==> src/rtl/uart_tx_fifo.sv <==
// Transmit-side byte FIFO feeding a UART transmitter.
// The host writes bytes into a circular buffer; a small drain FSM hands them
// one at a time to the transmitter through the send/parallel_datain handshake,
// pacing each start on a baud tick and waiting for tx_done between frames.
module uart_tx_fifo #(
    parameter int Data_length = 8,
    parameter int DEPTH       = 8
) (
    input  logic                   clk1,
    input  logic                   rst,
    input  logic                   wr_en,
    input  logic [Data_length-1:0] wr_data,
    input  logic                   clr_ovf,
    input  logic                   baudratetx,
    input  logic                   tx_done,
    output logic                   send,
    output logic [Data_length-1:0] parallel_datain,
    output logic                   full,
    output logic                   empty,
    output logic [$clog2(DEPTH):0] count,
    output logic                   overflow,
    output logic                   busy
);

    localparam int AW = $clog2(DEPTH);
    localparam int CW = AW + 1;
    localparam logic [CW-1:0] FULL_CNT = CW'(DEPTH);

    typedef enum logic [1:0] {
        IDLE      = 2'd0,
        HOLD      = 2'd1,
        WAIT_DONE = 2'd2
    } state_t;

    // Storage and control state
    logic [Data_length-1:0] mem [DEPTH];

    state_t                 state_q, state_d;
    logic [AW-1:0]          wr_ptr_q, wr_ptr_d;
    logic [AW-1:0]          rd_ptr_q, rd_ptr_d;
    logic [CW-1:0]          count_q, count_d;
    logic                   ovf_q, ovf_d;
    logic                   send_q, send_d;
    logic [Data_length-1:0] pdata_q, pdata_d;
    logic                   baud_q, done_q;

    logic                   baud_rise;
    logic                   done_rise;
    logic                   pop;
    logic                   wr_accept;

    // Rising-edge detection; a level held high on tx_done only counts once
    assign baud_rise = baudratetx & ~baud_q;
    assign done_rise = tx_done & ~done_q;

    // Flags decoded from the registered occupancy
    assign full            = (count_q == FULL_CNT);
    assign empty           = (count_q == '0);
    assign count           = count_q;
    assign overflow        = ovf_q;
    assign send            = send_q;
    assign parallel_datain = pdata_q;
    assign busy            = (state_q != IDLE);

    // Drain FSM: start a frame on a baud tick, hold send for one baud period,
    // then wait for the transmitter to report completion
    always_comb begin
        state_d = state_q;
        send_d  = send_q;
        pdata_d = pdata_q;
        pop     = 1'b0;
        case (state_q)
            IDLE: begin
                if (!empty && baud_rise) begin
                    pop     = 1'b1;
                    pdata_d = mem[rd_ptr_q];
                    send_d  = 1'b1;
                    state_d = HOLD;
                end else begin
                    send_d  = 1'b0;
                end
            end
            HOLD: begin
                if (baud_rise) begin
                    send_d  = 1'b0;
                    state_d = WAIT_DONE;
                end
            end
            WAIT_DONE: begin
                // A coincident baud tick is deliberately not used to restart;
                // the next frame waits for a later tick seen in IDLE.
                if (done_rise) begin
                    state_d = IDLE;
                end
            end
            default: begin
                send_d  = 1'b0;
                state_d = IDLE;
            end
        endcase
    end

    // Write acceptance, pointer advance, occupancy and overflow tracking
    always_comb begin
        wr_accept = wr_en && ((count_q != FULL_CNT) || pop);
        wr_ptr_d  = wr_ptr_q;
        rd_ptr_d  = rd_ptr_q;
        count_d   = count_q;
        ovf_d     = ovf_q;

        if (wr_accept) begin
            wr_ptr_d = wr_ptr_q + AW'(1);
        end
        if (pop) begin
            rd_ptr_d = rd_ptr_q + AW'(1);
        end

        case ({wr_accept, pop})
            2'b10:   count_d = count_q + CW'(1);
            2'b01:   count_d = count_q - CW'(1);
            default: count_d = count_q;
        endcase

        // A dropped write takes priority over a clear in the same cycle
        if (wr_en && !wr_accept) begin
            ovf_d = 1'b1;
        end else if (clr_ovf) begin
            ovf_d = 1'b0;
        end
    end

    // Control and output registers; reset aborts any frame in flight
    always_ff @(posedge clk1 or negedge rst) begin
        if (!rst) begin
            state_q  <= IDLE;
            wr_ptr_q <= '0;
            rd_ptr_q <= '0;
            count_q  <= '0;
            ovf_q    <= 1'b0;
            send_q   <= 1'b0;
            pdata_q  <= '0;
            baud_q   <= 1'b0;
            done_q   <= 1'b0;
        end else begin
            state_q  <= state_d;
            wr_ptr_q <= wr_ptr_d;
            rd_ptr_q <= rd_ptr_d;
            count_q  <= count_d;
            ovf_q    <= ovf_d;
            send_q   <= send_d;
            pdata_q  <= pdata_d;
            baud_q   <= baudratetx;
            done_q   <= tx_done;
        end
    end

    // Buffer storage; contents are meaningless once the pointers are reset
    always_ff @(posedge clk1) begin
        if (wr_accept) begin
            mem[wr_ptr_q] <= wr_data;
        end
    end

endmodule

==> config.mk <==
export PLATFORM = sky130hd
export DESIGN_NAME = uart_tx_fifo
export DESIGN_NICKNAME = d
export VERILOG_FILES = /design/src/rtl/uart_tx_fifo.sv
export SDC_FILE = /design/constraint.sdc
export NUM_CORES = 1
export LEC_CHECK = 0
export CORE_MARGIN = 1
export CORE_UTILIZATION = 40
export CTS_CLUSTER_DIAMETER = 120
export DETAILED_ROUTE_END_ITERATION = 8
export GPL_ROUTABILITY_DRIVEN = 0
export PLACE_DENSITY = 0.58
export SYNTH_ARGS = -nofsm -noshare
export SYNTH_HDL_FRONTEND = slang
export SYNTH_SLANG_ARGS = --single-unit
==> constraint.sdc <==
create_clock -name clk1 -period 3.1 [get_ports clk1]
set_input_delay 0.62 -clock clk1 [delete_from_list [all_inputs] [get_ports clk1]]
set_output_delay 0.62 -clock clk1 [all_outputs]
set_load 0.01 [all_outputs]
* After elaboration in Yosys (flattened, before gate mapping)
Memories as Yosys holds them, arrays and structs flattened. A register that Yosys moved wholly into a read port is not among the register bits.
Index checks and enable logic that the tools add are counted.
** Storage, ports and cells
- Register bits after elaboration :: 16
- Bits in latches :: 0
- RAM bits :: 64
- Memory bits (read-only) :: 0
- Input port bits :: 14
- Output and inout port bits :: 17
- Word-level logic and storage cells :: 55
- Memories kept :: 1
** Cells by class
- Add/sub/neg operators :: 4
- Multiply operators :: 0
- Div/mod/pow operators :: 0
- $lt $le $gt $ge :: 0
- Eq/ne operators :: 9
- Shifts and indexed selects :: 0
- Mux-type cells :: 13
- Bitwise gates (word level) :: 5
- Reductions and logical operators :: 15
** Memory list
- mem :: depth 8, bits a word 8, rd ports 1, clocked after memory_dff 1, wr ports 1, line 36 : logic [Data_length-1:0] mem [DEPTH];
** Operator list (count)
- $pmux 4 s2 :: 1
- $mux 1 :: 7
- $add 3x1->3 const B :: 2
- $mux 2 :: 3
- $ne 2x2->1 const B :: 3
- $pmux 2 s3 :: 1
- $reduce_bool 2->1 :: 3
- $add 4x1->4 const B :: 1
- $eq 2x1->1 const B :: 2
- $eq 2x2->1 const B :: 2
- $eq 4x4->1 const B :: 1
- $logic_not 4->1 :: 1
- $ne 4x4->1 const B :: 1
- $reduce_and 2->1 :: 2
- $sub 4x1->4 const B :: 1
- $logic_and 1x1->1 :: 3
- $logic_not 1->1 :: 3
- $not 1->1 :: 3
- $pmux 1 s3 :: 1
- $reduce_and 3->1 :: 1
- $and 1x1->1 :: 2
- $logic_not 2->1 :: 1
- $logic_or 1x1->1 :: 1

* Logic depth before layout (Yosys ltp)
Gate-level depths: netlist (run 1).
- Depth after elaboration :: 10
- Depth in mapped cells :: 12
- Depth with buffers taken out :: 10

* Least setup slack after synthesis (run 1)
No wires, ideal clock.
- Kind :: register to register
- Start point :: register count_q[1], in the netlist count[1]
- End point :: register count_q[2], in the netlist count[2]
- Library setup time :: 0.133 ns
- Arrival :: 2.379 ns
- Data required time :: 2.967 ns
- Path slack :: 0.587 ns
- Stages on the path, launching flop included :: 13
- Period minus slack after synthesis :: 2.513 ns
- Cells stage by stage :: dfrtp_1 > buf_2 > nor4_2 > or3_1 > buf_4 > inv_2 > ha_1 > xor2_1 > ha_1 > a21oi_1 > xor2_1 > nor2_1 > xor2_1
** On the way
- Longest elaborated chain between the ends :: 9
** Ends and longest elaborated chain
- from (decl) :: line 41 : logic [CW-1:0] count_q, count_d;
- from (signal assigned) :: line 148 : count_q <= count_d;
- $logic_not 4->1 (*) :: line 58 : assign empty = (count_q == '0);
- net empty :: line 19 : output logic empty,
- $logic_not 1->1 (*) :: line 74 : if (!empty && baud_rise) begin
- $logic_and 1x1->1 (*) :: line 74
- $mux 1 (*) :: line 74
- $mux 1 (*) :: line 72 : case (state_q)
- net pop :: line 49 : logic pop;
- $logic_or 1x1->1 :: line 105 : wr_accept = wr_en && ((count_q != FULL_CNT) || pop);
- $logic_and 1x1->1 :: line 105
- $eq 2x1->1 / $eq 2x2->1 (equally long branches) :: line 118 : case ({wr_accept, pop})
- $pmux 4 s2 / $reduce_bool 2->1 (equally long branches)
The timed path passes the listed nets; every way through them passes the cells marked *.
A chain may end at the register's enable or synchronous reset.

* Worst setup path in the final report (run 1)
- Start point :: input baudratetx
- End point :: register count_q[2], in the netlist count[2]
** On the way
- Longest elaborated chain between the ends :: 8
** Ends and longest elaborated chain
- from (decl) :: line 14 : input logic baudratetx,
- $and 1x1->1 (*) :: line 53 : assign baud_rise = baudratetx & ~baud_q;
- $logic_and 1x1->1 (*) :: line 74
- $mux 1 (*) :: line 74
- $mux 1 (*) :: line 72
- net pop :: line 49
- $logic_or 1x1->1 :: line 105
- $logic_and 1x1->1 :: line 105
- $eq 2x1->1 / $eq 2x2->1 (equally long branches) :: line 118
- $pmux 4 s2 / $reduce_bool 2->1 (equally long branches)
Marked as above.

==> metrics, run 1 <==
TNS Setup=0 ns; vias in the first global route=1,776; die width=95.8 um; startpoint types=primary input; CP max stage cell=clkdlybuf4s50_1; antenna-violating nets left=0; Crit path max-delay family=buffers and inverters; Max clock buf depth=2; CTS buffer count=9; Rel. slew slack=45.8%; dpl ws=0.208 ns; P per Cell Area=864 nW/um^2; antenna violations before repair=0; FILL cells=694; Via density=5.02; Cells after Synth=201; final worst setup slack=0.586 ns; status=complete, no violations; Syn Nets=220; wire per inst=16.7 um; total track usage=14.8%; Seq cells post-synth=88; worst skew pair latency=0.35 ns; P_leak=1.51 nW; # placed instances=344; asr flop ratio synth=27.3%; DPL Wire Length=4.00 mm; Pre-antenna DRT Iters=4; Vert. Die Dim=95.8 um; DRC viols=0; Post-Syn Area=3520 sq um; Yosys top cell by area=edfxtp_1; WP buf/inv=2; clock slew at reported path FFs=0.09 ns; DIE AREA=9170 sq um; WS Path Type=in -> reg; Slew Limit Fails=0; CP Capture Type=flop; syn_area_per_cell=17.5 sq um; EDFF count, synth=64; fraction of layout cells with a size suffix above 1=20.8%; final instance area=4200 sq um; CP arrival=2.75 ns; core area=8380 sq um; I/O Buffers=30; CP required=3.33 ns; Highest Clock Rate=398 MHz; CTS resizes=0; Main synth FF type=edfxtp_1; # IOs=31; Setup Buffers After CTS=0; Tcrit/Tclk final=81.1%; minimum clock period=2.51 ns; NumNets Final=269; yosys warns=0; H-tree depth=3; Setup Skew=0.00800 ns; synthesis-to-layout area growth=19.3%; first-pass GRT wire length=9.45 mm; R2R setup slack=0.75 ns; # Max-Cap Violations=0; biggest cell delay along the critical path=0.48 ns; CP dominant cell by count=xor2_1; Netlist cell types=33; post-synthesis sequential area ratio=71.7%; routed via count=1,808; Congestion Overflow GR=0; First DRT Iteration DRCs=48; Total Wirelength=6.02 mm; largest net degree at the start of global routing=25; Rows=33; maximum VDD drop=0.288 mV; crit path max fanout=6; # diodes=0; area of placed instances=4020 sq um; CP cell instances=clkdlybuf4s50_1, nand2b_1, or3_1, inv_2, ha_1, xor2_1, ha_1, a21oi_1, xor2_1, nor2_1, xor2_1; Fin. Hold Viols=0; Initial Util=42.0%; Non-Filler Instances=360; RSZ-0062 raised after global routing=no; class of the worst hold path=reg -> reg; CTS tree=done; Final setup viols=0; hold buffer count at cts=0; Total Power=3.63 mW; top-area cell type share of the netlist area=54.6%; clk root buf=clkbuf_8; Area contributors post-synth=edfxtp_1 (55%), dfrtp_1 (17%), mux4_2 (10%); CTS sink cnt=88; worst-margin pin slew=0.814 ns
## registers in the layout, indices dropped and copies added, names as in the netlist
| signal | cells |
|---|---|
| count | 4 |
| state_q | 2 |
| mem | 64 |
| overflow | 1 |
| parallel_datain | 8 |
| done_q | 1 |
| send | 1 |
| baud_q | 1 |
| wr_ptr_q | 3 |
| rd_ptr_q | 3 |
## final cells by class
type | count | area (sq um) | share of cell area [%]
Multi-Input combinational cell | 101 | 928 | 22.1
Inverter | 4 | 15.0 | 0.358
Timing Repair Buffer | 46 | 420 | 10.0
Sequential cell | 88 | 2520 | 60.1
Tap cell | 105 | 131 | 3.13
Clock inverter | 7 | 55.1 | 1.31
Clock buffer | 9 | 124 | 2.95
## worst paths after layout
check	from	end	cells past startpoint
worst max-delay path	baudratetx	count[2]$_DFFE_PN0P_	11
worst min-delay path	parallel_datain[7]$_DFFE_PN0P_	parallel_datain[7]$_DFFE_PN0P_	2
worst max register to register	count[0]$_DFFE_PN0P_	count[2]$_DFFE_PN0P_	10
worst min register to register	parallel_datain[7]$_DFFE_PN0P_	parallel_datain[7]$_DFFE_PN0P_	2
max in group asynchronous	rst	parallel_datain[6]$_DFFE_PN0P_	2
min in group asynchronous	rst	parallel_datain[5]$_DFFE_PN0P_	2
## power by group
| group | switching [mW] | total, mW | internal, mW |
|---|---|---|---|
| combinational | 0.454 | 1.10 | 0.651 |
| clock | 0.420 | 0.719 | 0.299 |
| sequential | 0.269 | 1.80 | 1.53 |
| total | 1.14 | 3.63 | 2.48 |
## cells in the final DEF, fill, tap and decap left out, types with 2 or more instances in the layout
cell / Yosys / final
clkbuf_8: 0 / 9
edfxtp_1: 64 / 64
xnor2_1: 6 / 6
nand2b_1: 5 / 5
mux2i_1: 8 / 8
mux4_2: 16 / 16
xor2_1: 3 / 3
buf_4: 3 / 16
o22ai_1: 4 / 4
dfrtp_1: 24 / 24
o21ai_0: 9 / 9
nor2_1: 8 / 8
mux2_2: 2 / 2
inv_6: 0 / 2
nand2_1: 16 / 16
a21oi_1: 3 / 3
nand3_1: 2 / 2
ha_1: 5 / 5
or3_1: 2 / 2
clkinvlp_4: 0 / 3
inv_1: 3 / 3
nor3_1: 3 / 3
clkdlybuf4s50_1: 0 / 30
## kinds of logic after synthesis
logic type / count (synthesis) / share of synthesized area (%)
xor+xnor: 9 / 2.24
simple gates: 43 / 6.37
mux: 26 / 13.2
compound gates: 18 / 2.85
flops: 88 / 71.7
buf+inv: 12 / 1.89
fa+ha+maj: 5 / 1.78
## metrics by stage
stage	hold WS, ns	util, %
after detailed placement	0.469	47.9
after global routing	0.512	50.1
after floorplan	0.324	-
final	0.483	50.1
after CTS	0.490	50.1
after global placement	0.460	47.9
## metal layers
| metal | global-route usage (%) | vias to the layer above | routed length, um |
|---|---|---|---|
| li1 | - | 864 | - |
| met1 | 21.0 | 903 | 2980 |
| met2 | 21.8 | 31 | 2790 |
| met3 | 3.08 | 10 | 160 |
| met4 | 7.09 | 0 | 99 |
| met5 | 0 | - | 0 |
## tightest hold or removal path, delay by kind of cell (launching register included)
family,cells,cell delay [ns]
AOI/OAI and AO/OA,1,0.06
DFF,1,0.35
and+or+nand+nor,1,0.04
## cell usage after synthesis, types with 3 or more instances
cell type  instances
inv_1              3
nand2b_1           5
xor2_1             3
edfxtp_1          64
nor3_1             3
mux2i_1            8
nor2_1             8
mux4_2            16
buf_4              3
dfrtp_1           24
o21ai_0            9
nand2_1           16
o22ai_1            4
a21oi_1            3
xnor2_1            6
ha_1               5
(Power assumes the default switching activity.)
==> run 2, diff against run 1 <==
Clock period 3.1 ns to 2.6 ns, I/O delays scaled along.
==> run 2 against run 1 <==
  * Power up 23%
  * Register-to-register slack worse by 0.35 ns
  * Combinational power up 31%
  * Count of clock-buffer cells in the layout grew 1
  * Clock skew about the same
  * Utilization rose by 0.82 points
  * Sequential power up 16%
  * Global-route usage rose by 0.64 points
  * Critical path depth down 9
  * Via count is 2.3% higher
  * Worst hold slack lost 0.0044 ns
  * Final area rose by 1.6%
  * Largest power group unchanged
==> metrics, run 2 (synthesis results as in run 1) <==
max reg flops=64; commonest non-fill, non-tap cells in the layout=edfxtp_1 (64), clkdlybuf4s50_1 (30), dfrtp_1 (24); CTS buffer count=9; antenna-violating nets left=0; Total Wirelength=6.26 mm; die width=95.8 um; Rows=33; core area=8380 sq um; largest net degree at the start of global routing=25; antenna violations before repair=0; RSZ-0062 raised after global routing=no; CP Capture Type=output port; Max clock buf depth=2; fraction of layout cells with a size suffix above 1=22.9%; Slew Limit Fails=0; I/O Buffers=30; Fin. Hold Viols=0; Pre-antenna DRT Iters=4; Tcrit/Tclk final=88.0%; Critical R2R Launch=state_q[1]$_DFFE_PN0P_; first-pass GRT wire length=9.79 mm; class of the worst hold path=reg -> reg; final worst setup slack=0.313 ns; hold buffer count at cts=0; DRC viols=0; R2R setup slack=0.40 ns; status=complete, no violations; TNS Setup=0 ns; CTS resizes=0; total track usage=15.4%; Highest Clock Rate=437 MHz; # IOs=31; hold path startpoint=parallel_datain[3]$_DFFE_PN0P_; WHS=0.479 ns; DPL Wire Length=3.99 mm; Rel. slew slack=53.1%; final instance area=4270 sq um; Biggest register=mem; NumNets Final=276; H-tree depth=3; First DRT Iteration DRCs=87; Congestion Overflow GR=0; Vert. Die Dim=95.8 um; worst-margin pin slew=0.703 ns; maximum VDD drop=0.368 mV; # Max-Cap Violations=0; most common cell after layout, fill and taps aside=edfxtp_1; Reg2Reg Capture Point=count[2]$_DFFE_PN0P_; CTS sink cnt=88; clock slew at reported path FFs=0.09 ns; Total Power=4.46 mW; minimum clock period=2.29 ns; # diodes=0; worst skew pair latency=0.35 ns; area of placed instances=4070 sq um; Final setup viols=0; routed via count=1,850; CP required=2.08 ns; P_leak=1.55 nW; P per Cell Area=1040 nW/um^2; CTS tree=done; WS Path Type=reg -> out; Setup Skew=0.00777 ns; wire per inst=17.1 um; synthesis-to-layout area growth=21.3%; Initial Util=42.0%; startpoint types=flop; WHS Path Cells=2; path depth of the worst reg2reg path=10; Via density=5.04; Hold Path Sink=parallel_datain[3]$_DFFE_PN0P_; CP arrival=1.77 ns; Setup Buffers After CTS=0; clk root buf=clkbuf_8; DIE AREA=9170 sq um; vias in the first global route=1,813; crit path max fanout=7; dpl ws=0.0116 ns
run 2: cell count changes in the layout (fill, tap and decap cells not counted), sizes merged:
cell,before,now
inv,7,6
buf,16,23
bufinv,0,1
clkbuf,9,10
clkinvlp,3,2
run 2: per-layer routing:
layer	routed length (um)	up-vias	track usage, %
met5	0	-	0
met4	110	0	7.46
met3	173	9	2.61
met2	3000	30	24.3
met1	2980	932	20.9
li1	-	879	-
run 2: final cells by class:
| class | instances | area [sq um] |
|---|---|---|
| fillers | 719 | 4120 |
| well taps | 105 | 131 |
| clock buffers | 10 | 128 |
| multi-input cells | 101 | 928 |
| flip-flops and latches | 88 | 2520 |
| repair buffers | 53 | 473 |
| inverters | 4 | 15.0 |
| clock inverters | 6 | 67.6 |
run 2: worst max-delay path by stage:
stage / depth (start not counted) / from / slack [ns] / endpoint
floorplan: 12 / count[1]$_DFFE_PN0P_ / 0.09 / count[2]$_DFFE_PN0P_
global placement: 12 / baudratetx / 0.01 / count[2]$_DFFE_PN0P_
detailed placement: 12 / baudratetx / 0.01 / count[2]$_DFFE_PN0P_
CTS: 2 / count[2]$_DFFE_PN0P_ / 0.26 / full
global route: 10 / count[2]$_DFFE_PN0P_ / 0.19 / count[2]$_DFFE_PN0P_
finish: 2 / count[2]$_DFFE_PN0P_ / 0.31 / full
run 2: per-stage QoR:
| step | util (%) | std cells |
|---|---|---|
| 3_5_place_dp | 48.6 | 351 |
| 6_report | 50.9 | 367 |
| 2_1_floorplan | - | 201 |
| 5_1_grt | 50.9 | 367 |
| 3_3_place_gp | 48.6 | 351 |
| 4_1_cts | 50.9 | 367 |
run 2: worst max-delay path, stage by stage, from the launching register on:
cell and delay (ns):
dfrtp_1 0.47, nor4b_2 0.34, clkdlybuf4s50_1 0.60
run 2: report_power, final:
group          switching [mW]  leakage [nW]  internal [mW]
sequential              0.251         0.874           1.83
combinational           0.631         0.584          0.808
clock                   0.488        0.0933          0.450
